File: config.mk
export PLATFORM = sky130hd
export DESIGN_NAME = alu_share_arbiter_flat
export DESIGN_NICKNAME = d
export VERILOG_FILES = /design/src/rtl/alu_share_arbiter_pkg.sv /design/src/rtl/alu_share_arbiter_if.sv /design/src/rtl/alu_share_arbiter_rr_arbiter_2.sv /design/src/rtl/alu_share_arbiter.sv /design/src/flat_wrapper.sv
export SDC_FILE = /design/constraint.sdc
export NUM_CORES = 1
export LEC_CHECK = 0
export ABC_AREA = 1
export CAP_MARGIN = 15
export CORE_MARGIN = 2
export CORE_UTILIZATION = 35
export CTS_CLUSTER_DIAMETER = 30
export CTS_CLUSTER_SIZE = 25
export DETAILED_ROUTE_END_ITERATION = 10
export PLACE_DENSITY = 0.78
export REMOVE_ABC_BUFFERS = 1
export SLEW_MARGIN = 20
export SYNTH_ARGS = -nofsm -noshare
export SYNTH_HDL_FRONTEND = slang
export SYNTH_HIERARCHICAL = 1
export SYNTH_SLANG_ARGS = --single-unit
File: constraint.sdc
create_clock -name clk -period 1.9 [get_ports clk]
set_input_delay 0.57 -clock clk [delete_from_list [all_inputs] [get_ports clk]]
set_output_delay 0.57 -clock clk [all_outputs]
set_load 0.03 [all_outputs]
File: src/rtl/alu_share_arbiter_pkg.sv
// Shared definitions for the ALU share arbiter: widths, FSM state codes,
// ALU opcode constants and the request bundle type.
package alu_share_arbiter_pkg;

  localparam int DATA_W  = 32;
  localparam int SHAMT_W = 5;
  localparam int OP_W    = 4;

  // FSM state codes
  localparam logic [1:0] ST_IDLE = 2'd0;
  localparam logic [1:0] ST_EXEC = 2'd1;
  localparam logic [1:0] ST_RESP = 2'd2;

  // ALU opcodes; setting bit 3 makes shifts take their amount from in2
  localparam logic [OP_W-1:0] OP_ADD  = 4'b0000;
  localparam logic [OP_W-1:0] OP_CMPL = 4'b0001;
  localparam logic [OP_W-1:0] OP_AND  = 4'b0010;
  localparam logic [OP_W-1:0] OP_XOR  = 4'b0011;
  localparam logic [OP_W-1:0] OP_SLL  = 4'b0100;
  localparam logic [OP_W-1:0] OP_SRL  = 4'b0101;
  localparam logic [OP_W-1:0] OP_SRA  = 4'b0110;
  localparam logic [OP_W-1:0] OP_DIFF = 4'b0111;

  // One latched ALU operation
  typedef struct packed {
    logic [DATA_W-1:0]  in1;
    logic [DATA_W-1:0]  in2;
    logic [SHAMT_W-1:0] shamt;
    logic [OP_W-1:0]    op;
  } alu_req_t;

  // Saturating 16-bit increment for the grant statistics
  function automatic logic [15:0] sat_inc16(input logic [15:0] v);
    return (v == 16'hFFFF) ? v : v + 16'd1;
  endfunction

endpackage

File: src/rtl/alu_share_arbiter_if.sv
// Bundle of requester, response and ALU-side signals of the arbiter.
// slave: the arbiter's view; master: the environment's view.
interface alu_share_arbiter_if;
  import alu_share_arbiter_pkg::*;

  logic               req0_valid, req0_ready;
  logic [DATA_W-1:0]  req0_in1, req0_in2;
  logic [SHAMT_W-1:0] req0_shamt;
  logic [OP_W-1:0]    req0_op;

  logic               req1_valid, req1_ready;
  logic [DATA_W-1:0]  req1_in1, req1_in2;
  logic [SHAMT_W-1:0] req1_shamt;
  logic [OP_W-1:0]    req1_op;

  logic               rsp_valid, rsp_ready, rsp_id, rsp_flag;
  logic [DATA_W-1:0]  rsp_result;

  logic [DATA_W-1:0]  alu_in1, alu_in2, alu_out;
  logic [SHAMT_W-1:0] alu_shamt;
  logic [OP_W-1:0]    alu_op;
  logic               alu_flag;

  modport slave (
    input  req0_valid, req0_in1, req0_in2, req0_shamt, req0_op,
    output req0_ready,
    input  req1_valid, req1_in1, req1_in2, req1_shamt, req1_op,
    output req1_ready,
    output rsp_valid, rsp_id, rsp_result, rsp_flag,
    input  rsp_ready,
    output alu_in1, alu_in2, alu_shamt, alu_op,
    input  alu_out, alu_flag
  );

  modport master (
    output req0_valid, req0_in1, req0_in2, req0_shamt, req0_op,
    input  req0_ready,
    output req1_valid, req1_in1, req1_in2, req1_shamt, req1_op,
    input  req1_ready,
    input  rsp_valid, rsp_id, rsp_result, rsp_flag,
    output rsp_ready,
    input  alu_in1, alu_in2, alu_shamt, alu_op,
    output alu_out, alu_flag
  );

endinterface

File: src/rtl/alu_share_arbiter_rr_arbiter_2.sv
// Two-way round-robin arbiter: the pointer side wins when both request;
// the pointer moves to the other side when an operation completes.
module rr_arbiter_2 (
  input  logic clk,
  input  logic rst,
  input  logic valid0_i,
  input  logic valid1_i,
  input  logic done_i,
  input  logic done_id_i,
  output logic grant0_o,
  output logic grant1_o
);

  logic ptr_q;

  // Pointer update on completion: the requester just served loses priority
  always_ff @(posedge clk) begin
    if (rst) begin
      ptr_q <= 1'b0;
    end else if (done_i) begin
      ptr_q <= ~done_id_i;
    end
  end

  // Grant: pointer side if valid, otherwise the other side
  always_comb begin
    grant0_o = valid0_i & (~ptr_q | ~valid1_i);
    grant1_o = valid1_i & ( ptr_q | ~valid0_i);
  end

endmodule

File: src/rtl/alu_share_arbiter.sv
// Shares one combinational ALU between two requesters with a
// round-robin IDLE -> EXEC -> RESP sequence, one operation in flight.
// Optional: define ALU_ARB_STATS_EN to add saturating per-requester
// accept counters grant_cnt0_o / grant_cnt1_o.
module alu_share_arbiter
  import alu_share_arbiter_pkg::*;
(
  input  logic               clk,
  input  logic               rst,
  alu_share_arbiter_if.slave bus
`ifdef ALU_ARB_STATS_EN
  ,
  output logic [15:0]        grant_cnt0_o,
  output logic [15:0]        grant_cnt1_o
`endif
);

  logic [1:0]        state_q, state_d;
  alu_req_t          req_q, req_sel;
  logic              id_q;
  logic [DATA_W-1:0] result_q;
  logic              flag_q;
  logic              grant0, grant1, accept, done;

  assign done = (state_q == ST_RESP) && bus.rsp_ready;

  rr_arbiter_2 u_rr (
    .clk       (clk),
    .rst       (rst),
    .valid0_i  (bus.req0_valid),
    .valid1_i  (bus.req1_valid),
    .done_i    (done),
    .done_id_i (id_q),
    .grant0_o  (grant0),
    .grant1_o  (grant1)
  );

  // Readys only while idle, and only to the arbitration winner
  always_comb begin
    bus.req0_ready = (state_q == ST_IDLE) && grant0;
    bus.req1_ready = (state_q == ST_IDLE) && grant1;
    accept         = bus.req0_ready || bus.req1_ready;
  end

  // Operand mux for the winning requester
  always_comb begin
    if (grant1) begin
      req_sel = '{in1: bus.req1_in1, in2: bus.req1_in2, shamt: bus.req1_shamt, op: bus.req1_op};
    end else begin
      req_sel = '{in1: bus.req0_in1, in2: bus.req0_in2, shamt: bus.req0_shamt, op: bus.req0_op};
    end
  end

  // Next-state logic of the single-op sequence
  always_comb begin
    state_d = state_q;
    case (state_q)
      ST_IDLE: if (accept) state_d = ST_EXEC;
      ST_EXEC: state_d = ST_RESP;
      ST_RESP: if (bus.rsp_ready) state_d = ST_IDLE;
      default: state_d = ST_IDLE;
    endcase
  end

  // State, operand latch on accept, ALU result capture at end of EXEC
  always_ff @(posedge clk) begin
    if (rst) begin
      state_q  <= ST_IDLE;
      req_q    <= '0;
      id_q     <= 1'b0;
      result_q <= '0;
      flag_q   <= 1'b0;
    end else begin
      state_q <= state_d;
      if (accept) begin
        req_q <= req_sel;
        id_q  <= grant1;
      end
      if (state_q == ST_EXEC) begin
        result_q <= bus.alu_out;
        flag_q   <= bus.alu_flag;
      end
    end
  end

  assign bus.alu_in1    = req_q.in1;
  assign bus.alu_in2    = req_q.in2;
  assign bus.alu_shamt  = req_q.shamt;
  assign bus.alu_op     = req_q.op;

  assign bus.rsp_valid  = (state_q == ST_RESP);
  assign bus.rsp_id     = id_q;
  assign bus.rsp_result = result_q;
  assign bus.rsp_flag   = flag_q;

`ifdef ALU_ARB_STATS_EN
  logic [15:0] cnt0_q, cnt1_q;

  // Saturating accept counters per requester
  always_ff @(posedge clk) begin
    if (rst) begin
      cnt0_q <= '0;
      cnt1_q <= '0;
    end else begin
      if (bus.req0_ready) cnt0_q <= sat_inc16(cnt0_q);
      if (bus.req1_ready) cnt1_q <= sat_inc16(cnt1_q);
    end
  end

  assign grant_cnt0_o = cnt0_q;
  assign grant_cnt1_o = cnt1_q;
`endif

endmodule

File: src/flat_wrapper.sv
// flat-port wrapper written by rule: the top's interface ports become plain ports
module alu_share_arbiter_flat import alu_share_arbiter_pkg::*;
  (clk, rst, bus_req0_valid, bus_req0_in1, bus_req0_in2, bus_req0_shamt, bus_req0_op, bus_req0_ready, bus_req1_valid, bus_req1_in1, bus_req1_in2, bus_req1_shamt, bus_req1_op, bus_req1_ready, bus_rsp_valid, bus_rsp_id, bus_rsp_result, bus_rsp_flag, bus_rsp_ready, bus_alu_in1, bus_alu_in2, bus_alu_shamt, bus_alu_op, bus_alu_out, bus_alu_flag);
  alu_share_arbiter_if bus_i ();
  input  logic clk;
  input  logic rst;
  input wire logic [$bits(bus_i.req0_valid)-1:0] bus_req0_valid;
  input wire logic [$bits(bus_i.req0_in1)-1:0] bus_req0_in1;
  input wire logic [$bits(bus_i.req0_in2)-1:0] bus_req0_in2;
  input wire logic [$bits(bus_i.req0_shamt)-1:0] bus_req0_shamt;
  input wire logic [$bits(bus_i.req0_op)-1:0] bus_req0_op;
  output wire logic [$bits(bus_i.req0_ready)-1:0] bus_req0_ready;
  input wire logic [$bits(bus_i.req1_valid)-1:0] bus_req1_valid;
  input wire logic [$bits(bus_i.req1_in1)-1:0] bus_req1_in1;
  input wire logic [$bits(bus_i.req1_in2)-1:0] bus_req1_in2;
  input wire logic [$bits(bus_i.req1_shamt)-1:0] bus_req1_shamt;
  input wire logic [$bits(bus_i.req1_op)-1:0] bus_req1_op;
  output wire logic [$bits(bus_i.req1_ready)-1:0] bus_req1_ready;
  output wire logic [$bits(bus_i.rsp_valid)-1:0] bus_rsp_valid;
  output wire logic [$bits(bus_i.rsp_id)-1:0] bus_rsp_id;
  output wire logic [$bits(bus_i.rsp_result)-1:0] bus_rsp_result;
  output wire logic [$bits(bus_i.rsp_flag)-1:0] bus_rsp_flag;
  input wire logic [$bits(bus_i.rsp_ready)-1:0] bus_rsp_ready;
  output wire logic [$bits(bus_i.alu_in1)-1:0] bus_alu_in1;
  output wire logic [$bits(bus_i.alu_in2)-1:0] bus_alu_in2;
  output wire logic [$bits(bus_i.alu_shamt)-1:0] bus_alu_shamt;
  output wire logic [$bits(bus_i.alu_op)-1:0] bus_alu_op;
  input wire logic [$bits(bus_i.alu_out)-1:0] bus_alu_out;
  input wire logic [$bits(bus_i.alu_flag)-1:0] bus_alu_flag;
  assign bus_i.req0_valid = bus_req0_valid;
  assign bus_i.req0_in1 = bus_req0_in1;
  assign bus_i.req0_in2 = bus_req0_in2;
  assign bus_i.req0_shamt = bus_req0_shamt;
  assign bus_i.req0_op = bus_req0_op;
  assign bus_req0_ready = bus_i.req0_ready;
  assign bus_i.req1_valid = bus_req1_valid;
  assign bus_i.req1_in1 = bus_req1_in1;
  assign bus_i.req1_in2 = bus_req1_in2;
  assign bus_i.req1_shamt = bus_req1_shamt;
  assign bus_i.req1_op = bus_req1_op;
  assign bus_req1_ready = bus_i.req1_ready;
  assign bus_rsp_valid = bus_i.rsp_valid;
  assign bus_rsp_id = bus_i.rsp_id;
  assign bus_rsp_result = bus_i.rsp_result;
  assign bus_rsp_flag = bus_i.rsp_flag;
  assign bus_i.rsp_ready = bus_rsp_ready;
  assign bus_alu_in1 = bus_i.alu_in1;
  assign bus_alu_in2 = bus_i.alu_in2;
  assign bus_alu_shamt = bus_i.alu_shamt;
  assign bus_alu_op = bus_i.alu_op;
  assign bus_i.alu_out = bus_alu_out;
  assign bus_i.alu_flag = bus_alu_flag;
  alu_share_arbiter u_core (.clk(clk), .rst(rst), .bus(bus_i));
endmodule
# Word-level counts from Yosys, hierarchy flattened
# Index checks and enable logic that the tools add are counted.
[totals] reg_bits=110 out_inout_bits=110 word_cells=31 input_bits=184
[op_classes] mux=4 n_eq_ne=4 n_bitwise=8 n_reduce_logical=6
[op_table] operator="two-way mux 73 bit" n=1
[op_table] operator="case mux 2 bit (3 select lines)" n=1
[op_table] operator="two-way mux 2 bit" n=2
[op_table] operator="!= test 2 x 1 -> 1 bit, second input constant" n=2
[op_table] operator="inverter 1 bit" n=4
[op_table] operator="logical AND 1 bit" n=3
[op_table] operator="bitwise AND 1 bit" n=2
[op_table] operator="equality test 2 x 1 -> 1 bit, second input constant" n=1
[op_table] operator="equality test 2 bit, second input constant" n=1
[op_table] operator="zero test 2 bit" n=1
[op_table] operator="bitwise OR 1 bit" n=2
[op_table] operator="AND reduction 2 bit" n=1
[op_table] operator="logical OR 1 bit" n=1

# Longest topological paths before layout
# Gate-level depths: netlist of run 1.
[depth] word_depth=7 mapped_depth=10 mapped_depth_nobuf=7

# Modules after synthesis
# The synthesis of run 1 kept the hierarchy.
[modules_own_cells] mod="alu_share_arbiter" area_each_um2=5225.0 cells_per_inst=859 seq_area_each_um2=2182.1 instances=1
[modules_own_cells] mod="rr_arbiter_2" area_each_um2=58.8 cells_per_inst=11 seq_area_each_um2=20.0 instances=1

# Worst setup path after synthesis of run 1
# No wires, ideal clock.
[synth_path] path_type="input port to output port" start="input bus_req0_valid" end="output bus_req1_ready" path_stages=7 path_slack_ns=-0.093 required_ns=1.330 n_path_buf=2 arrival_ns=1.423 cell_sequence="inv_1 nand2_1 nand2_1 buf_4 clkbuf_1 nand2_1 inv_1"
[synth_between] elab_chain_cells=4
[synth_rtl] item="start, declared" line="flat_wrapper.sv:7" rtl="input wire logic [$bits(bus_i.req0_valid)-1:0] bus_req0_valid;"
[synth_rtl] item="inverter 1 bit" line="alu_share_arbiter_rr_arbiter_2.sv:28" rtl="grant1_o = valid1_i & ( ptr_q | ~valid0_i);"
[synth_rtl] item="bitwise OR 1 bit" line="alu_share_arbiter_rr_arbiter_2.sv:28"
[synth_rtl] item="bitwise AND 1 bit" line="alu_share_arbiter_rr_arbiter_2.sv:28"
[synth_rtl] item="net u_core.grant1" line="alu_share_arbiter.sv:23" rtl="logic grant0, grant1, accept, done;"
[synth_rtl] item="logical AND 1 bit" line="alu_share_arbiter.sv:41" rtl="bus.req1_ready = (state_q == ST_IDLE) && grant1;"
[synth_rtl] item="end, declared" line="flat_wrapper.sv:18" rtl="output wire logic [$bits(bus_i.req1_ready)-1:0] bus_req1_ready;"
# The timed path passes the listed nets, and every way through them passes these cells.

# Final worst setup path of run 1
[layout_path] start="input bus_req1_valid" end="output bus_req0_ready"
[layout_between] elab_chain_cells=4
[layout_rtl] item="start, declared" line="flat_wrapper.sv:13" rtl="input wire logic [$bits(bus_i.req1_valid)-1:0] bus_req1_valid;"
[layout_rtl] item="inverter 1 bit" line="alu_share_arbiter_rr_arbiter_2.sv:27" rtl="grant0_o = valid0_i & (~ptr_q | ~valid1_i);"
[layout_rtl] item="bitwise OR 1 bit" line="alu_share_arbiter_rr_arbiter_2.sv:27"
[layout_rtl] item="bitwise AND 1 bit" line="alu_share_arbiter_rr_arbiter_2.sv:27"
[layout_rtl] item="net u_core.grant0" line="alu_share_arbiter.sv:23"
[layout_rtl] item="logical AND 1 bit" line="alu_share_arbiter.sv:40" rtl="bus.req0_ready = (state_q == ST_IDLE) && grant0;"
[layout_rtl] item="end, declared" line="flat_wrapper.sv:12" rtl="output wire logic [$bits(bus_i.req0_ready)-1:0] bus_req0_ready;"
# The timed path passes the listed nets, and every way through them passes these cells.

==> flow_summary.yaml, run 1 <==
clock_network:
  clock_path_buffers: 2
  cts_buffers: 9
  cts-root-buf: "clkbuf_16"
  cts_sinks: 110
  cts_hold_buf: 0
  path_clk_slew_ns: 0.07
  cts_tree: "yes"
  htreeDepth: 3
  clkLatencyLatePin_ns: 0.34
critical_path:
  cp.depth: 5
  r2r_start: "u_core/u_rr/ptr_q"
  cp_num_buf_inv: 3
  crit_family: "buffers and inverters"
  crit_type: "in2out"
  worst_path_max_delay_cell: "clkdlybuf4s15_1"
  path_cells: "clkdlybuf4s15_1, a21oi_2, nand2_1, inv_1, buf_6"
  slowest_delay_ns: 0.22
  reg2reg_slack_ns: 0.37
  r2r-end: "u_core/bus.alu_in2[18]"
  critical_path_required_ns: 1.33
  critPathMaxFanout: 3
  endpoint: "bus_req0_ready"
  start_kind: "input pin"
  startpoint: "bus_req1_valid"
  critPathArrivalTime_ns: 1.27
  worstRegToRegCells: 9
  endpoint_kind: "output pin"
final_layout:
  final_layout_size_suffix_gt1_frac: 0.0539
  n_antenna_cell: 0
  final_area_mm2: 0.00884
  finalNonFillerCells: 1353
  area_growth_pct: 67.3
  num-nets-final: 1349
  fin_util: 0.604
power:
  power.share.clock: 0.303
  swShare: 0.318
  internal_power_mw: 5.03
  ir_drop_uv: 437
  cellLeakagePower_nw: 4.59
  p_switching_mw: 2.35
  power.density_mw_per_mm2: 834
  finalPower_mw: 7.37
  p_comb_frac: 0.330
  p_seq_frac: 0.367
yosys:
  syn_area_mm2: 0.00528
  synth_common_cells: "229 x nand2_1, 217 x nor2_1, 153 x inv_1"
  synth_top_area_frac: 0.417
  ys_seq_area_frac: 0.417
  ys_warn_count: 6
  synth.avg_cell_area_um2: 6.07
  yosys.area_share.simple: 0.318
  synth_fa_ha_area_frac: 0
  muxShareOfSynthArea: 0
  synth-edff-count: 0
  synth_top_area_cell: "dfxtp_1"
  synth_ff_type: "dfxtp_1"
  synth.most_common_cell: "nand2_1"
  async_reset_ff_frac: 0
  yosys-top-cells-area: "dfxtp_1 42%, nand2_1 16%, nor2_1 15%"
  syn_inst: 870
  synth.ff_latch_count: 110
  synth_compound_area_frac: 0.105
  synth_top_family_by_area: "simple AND/OR/NAND/NOR gates"
  synth_xor_area_frac: 0
  synth_cell_types: 13
floorplanning:
  initial_core_util: 0.361
  dieHeight_um: 127
  std_cell_rows: 44
  coreArea_mm2: 0.0146
  die-area_mm2: 0.0161
  io_pins: 294
  die_w_um: 127
route:
  firstDrtPassIters: 4
  first_iter_violations: 248
  ant_nets: 0
  drc: 0
  avgViaCountPerCell: 4.28
  vias: 5794
  post_drt_wl_per_cell_um: 11.6
  totalWireLength_mm: 15.7
global_route:
  first_global_vias: 5370
  grt_max_degree: 48
  grt_pass1_wl_mm: 24.1
  grt-ovfl-total: 0
  antenna_found_initial: 0
  grt.total_usage: 0.186
timing:
  relSlewSlack: 0.744
  fin_setup_tns_ns: 0
  min_period_ns: 1.84
  clock_skew_ns: 0.00485
  tightest_slew_ns: 0.386
  fin_crit_sh: 0.970
  max_freq_mhz: 543
  rsz0062_at_grt: "false"
  finalHoldViolCount: 0
  setup_viol: 0
  drv_slew: 0
placement:
  portBuffers: 293
  dpl_cell_area_mm2: 0.00860
  dpl.hpwl_mm: 12.3
  routabilityCongestion: 0.781
  placed_cells: 1336
min_path:
  hold_class: "reg2reg"
  worstHoldStart: "u_core/bus.rsp_id"
status:
  run_status: "finished clean"
job:
  drv_cap: 0
placed cells by master (no fill, tap or decap), drive strengths merged:
cell,instances
clkdlybuf4s15,1
nor3,1
a21oi,3
o21ai,107
nand2,229
dfxtp,110
nor2,217
buf,42
clkbuf,12
bufinv,4
inv,154
clkdlybuf4s50,181
dlygate4sd2,108
state kept, by name (all words and copies together) (netlist names):
signal	cells
u_core/bus.alu_op	4
u_core/state_q	2
u_core/bus.rsp_flag	1
u_core/bus.alu_in1	32
u_core/bus.rsp_result	32
u_core/bus.alu_shamt	5
u_core/bus.alu_in2	32
u_core/u_rr/ptr_q	1
u_core/bus.rsp_id	1
per-stage QoR:
step | worst slack, ns | hold slack, ns
after floorplan | -4.22 | 0.478
after global placement | -0.256 | 0.460
after detailed placement | -0.264 | 0.466
after CTS | 0.00827 | 0.473
after global routing | 0.00461 | 0.506
final | 0.0578 | 0.470
per-layer routing:
metal,global-route usage,up-vias,share of wire
met5,0,-,0
met4,0.0860,0,0.028
met3,0.0776,28,0.11
met2,0.327,220,0.46
met1,0.193,2427,0.40
li1,-,3119,-
worst register-to-register path, stage by stage, from the launching register on:
cell	delay [ns]
dfxtp_1	0.37
a21oi_2	0.08
buf_4	0.13
buf_4	0.13
o21ai_4	0.16
buf_4	0.19
buf_12	0.17
nand2_1	0.07
nand2_1	0.07
nor2_1	0.04
worst min-delay path by stage:
stage | slack [ns] | end | cells after the start
6_report | 0.47 | u_core/bus.rsp_id | 2
5_1_grt | 0.51 | u_core/bus.rsp_result[6] | 2
4_1_cts | 0.47 | u_core/bus.rsp_id | 2
3_5_place_dp | 0.47 | u_core/bus.rsp_id | 2
3_3_place_gp | 0.46 | u_core/bus.rsp_result[13] | 2
2_1_floorplan | 0.48 | u_core/u_rr/ptr_q | 2
area by class of cell:
cell class,count,area [µm²]
clock inverters,4,120
multi-input cells,557,2260
well taps,184,230
fillers,1395,5800
flip-flops and latches,110,2200
clock buffers,11,233
repair buffers,333,3220
inverters,154,578
cell families after synthesis:
family                 count (synthesis)
and+or+nand+nor                      447
buffers and inverters                203
DFF                                  110
AOI/OAI and AO/OA                    110
power groups by stage:
stage / clock network (mW) / registers [mW] / logic [mW]
6_report: 2.24 / 2.71 / 2.43
5_1_grt: 2.39 / 2.74 / 2.65
4_1_cts: 2.30 / 2.71 / 2.45
3_5_place_dp: 0 / 2.77 / 2.62
3_3_place_gp: 0 / 2.76 / 2.59
2_1_floorplan: 0 / 3.30 / 0.850
timing repair:
item,CTS,global route
pin swaps,2,0
resized for setup,113,6
setup endpoints to repair,110,3
setup buffers,2,0
Note: power is estimated with default switching activity, not from simulation.
==> run 2, diff against run 1 <==
--- a/config.mk
+++ b/config.mk
@@ -7,5 +7,4 @@
 export LEC_CHECK = 0
 export ABC_AREA = 1
-export CAP_MARGIN = 15
 export CORE_MARGIN = 2
 export CORE_UTILIZATION = 35
==> constraint.sdc (replaced) <==
create_clock -name clk -period 1.9 [get_ports clk]
set_input_delay 0.285 -clock clk [delete_from_list [all_inputs] [get_ports clk]]
set_output_delay 0.285 -clock clk [all_outputs]
set_load 0.03 [all_outputs]
==> flow_summary.yaml, run 2 (synthesis gave the netlist of run 1 again) <==
placement:
  dp_slack_ns: 0.0164
  routabilityCongestion: 0.778
  portBuffers: 293
  dpl.hpwl_mm: 12.1
  placed_cells: 1322
  dpl_cell_area_mm2: 0.00850
clock_network:
  cts_tree: "yes"
  cts-root-buf: "clkbuf_16"
  path_clk_slew_ns: 0.07
  clock_path_buffers: 2
  htreeDepth: 3
  cts_sinks: 110
  clkLatencyLatePin_ns: 0.35
  cts_buffers: 9
timing:
  finalHoldViolCount: 0
  relSlewSlack: 0.754
  fin_crit_sh: 0.943
  fin_ws_ns: 0.108
  tightest_slew_ns: 0.368
  whs_ns: 0.478
  min_period_ns: 1.79
  max_freq_mhz: 558
  drv_slew: 0
  clock_skew_ns: 0.00619
  setup_viol: 0
  rsz0062_at_grt: "false"
  fin_setup_tns_ns: 0
final_layout:
  n_antenna_cell: 0
  num-nets-final: 1336
  final_area_mm2: 0.00882
  layout_common_cells: "290 x clkdlybuf4s50_1, 228 x nand2_1, 217 x nor2_1"
  fin_util: 0.602
  final_layout_size_suffix_gt1_frac: 0.0415
  area_growth_pct: 67.0
  finalNonFillerCells: 1341
  layout_commonest_cell: "clkdlybuf4s50_1"
critical_path:
  critPathArrivalTime_ns: 1.51
  critical_path_required_ns: 1.62
  crit_type: "in2out"
  endpoint_kind: "output pin"
  start_kind: "input pin"
  critPathMaxFanout: 2
global_route:
  grt.total_usage: 0.190
  grt-ovfl-total: 0
  first_global_vias: 5342
  antenna_found_initial: 0
  grt_max_degree: 59
  grt_pass1_wl_mm: 24.8
floorplanning:
  initial_core_util: 0.361
  dieHeight_um: 127
  std_cell_rows: 44
  die_w_um: 127
  die-area_mm2: 0.0161
  coreArea_mm2: 0.0146
  io_pins: 294
route:
  totalWireLength_mm: 16.0
  first_iter_violations: 255
  vias: 5822
  post_drt_wl_per_cell_um: 11.9
  drc: 0
  avgViaCountPerCell: 4.34
  ant_nets: 0
  firstDrtPassIters: 4
min_path:
  hold_class: "reg2reg"
power:
  finalPower_mw: 7.08
  cellLeakagePower_nw: 4.13
  power.density_mw_per_mm2: 802
  ir_drop_uv: 465
job:
  drv_cap: 0
status:
  run_status: "finished clean"
## run 2: power breakdown
part           internal, mW  switching (mW)  leakage [nW]
clock network         0.892           0.884         0.128
logic                  1.19            1.40          3.09
registers              2.58           0.136         0.910
total                  4.66            2.42          4.13
## run 2: path summary, 6_finish.rpt
kind | start | end | slack [ns] | cells past startpoint
hold / removal | u_core/bus.rsp_id | u_core/bus.rsp_id | 0.48 | 2
setup / recovery | bus_req0_valid | bus_req0_ready | 0.11 | 7
setup reg to reg | u_core/u_rr/ptr_q | u_core/bus.alu_in2[9] | 0.32 | 8
hold reg to reg | u_core/bus.rsp_id | u_core/bus.rsp_id | 0.48 | 2
## run 2: worst max-delay path, stage by stage
cell,delay [ns]
clkdlybuf4s50_1,0.45
inv_1,0.04
a21oi_1,0.28
buf_4,0.17
nand2_1,0.06
inv_1,0.07
buf_4,0.15
## run 2: timing repair
action / in CTS / in global routing
setup buffers: 0 / 2
hold buffers: 0 / 0
resized for setup: 0 / 1
endpoints found under the hold margin: 0 / 0
setup endpoints to repair: 0 / 2
## run 2: final cells by class
class | instances | area [µm²]
clock buffer | 9 | 225
clock inverter | 7 | 50.0
fill | 1366 | 5820
inverter | 154 | 578
multi-input combinational | 557 | 2250
sequential | 110 | 2200
tap | 184 | 230
timing repair buffer | 320 | 3290
## run 2: metal layers
| layer | track usage | share of wire | vias up | wire, µm |
|---|---|---|---|---|
| met5 | 0 | 0 | - | 0 |
| met4 | 0.0640 | 0.016 | 0 | 257 |
| met3 | 0.0763 | 0.10 | 15 | 1620 |
| met2 | 0.337 | 0.48 | 211 | 7610 |
| met1 | 0.206 | 0.41 | 2497 | 6500 |
| li1 | - | - | 3099 | - |
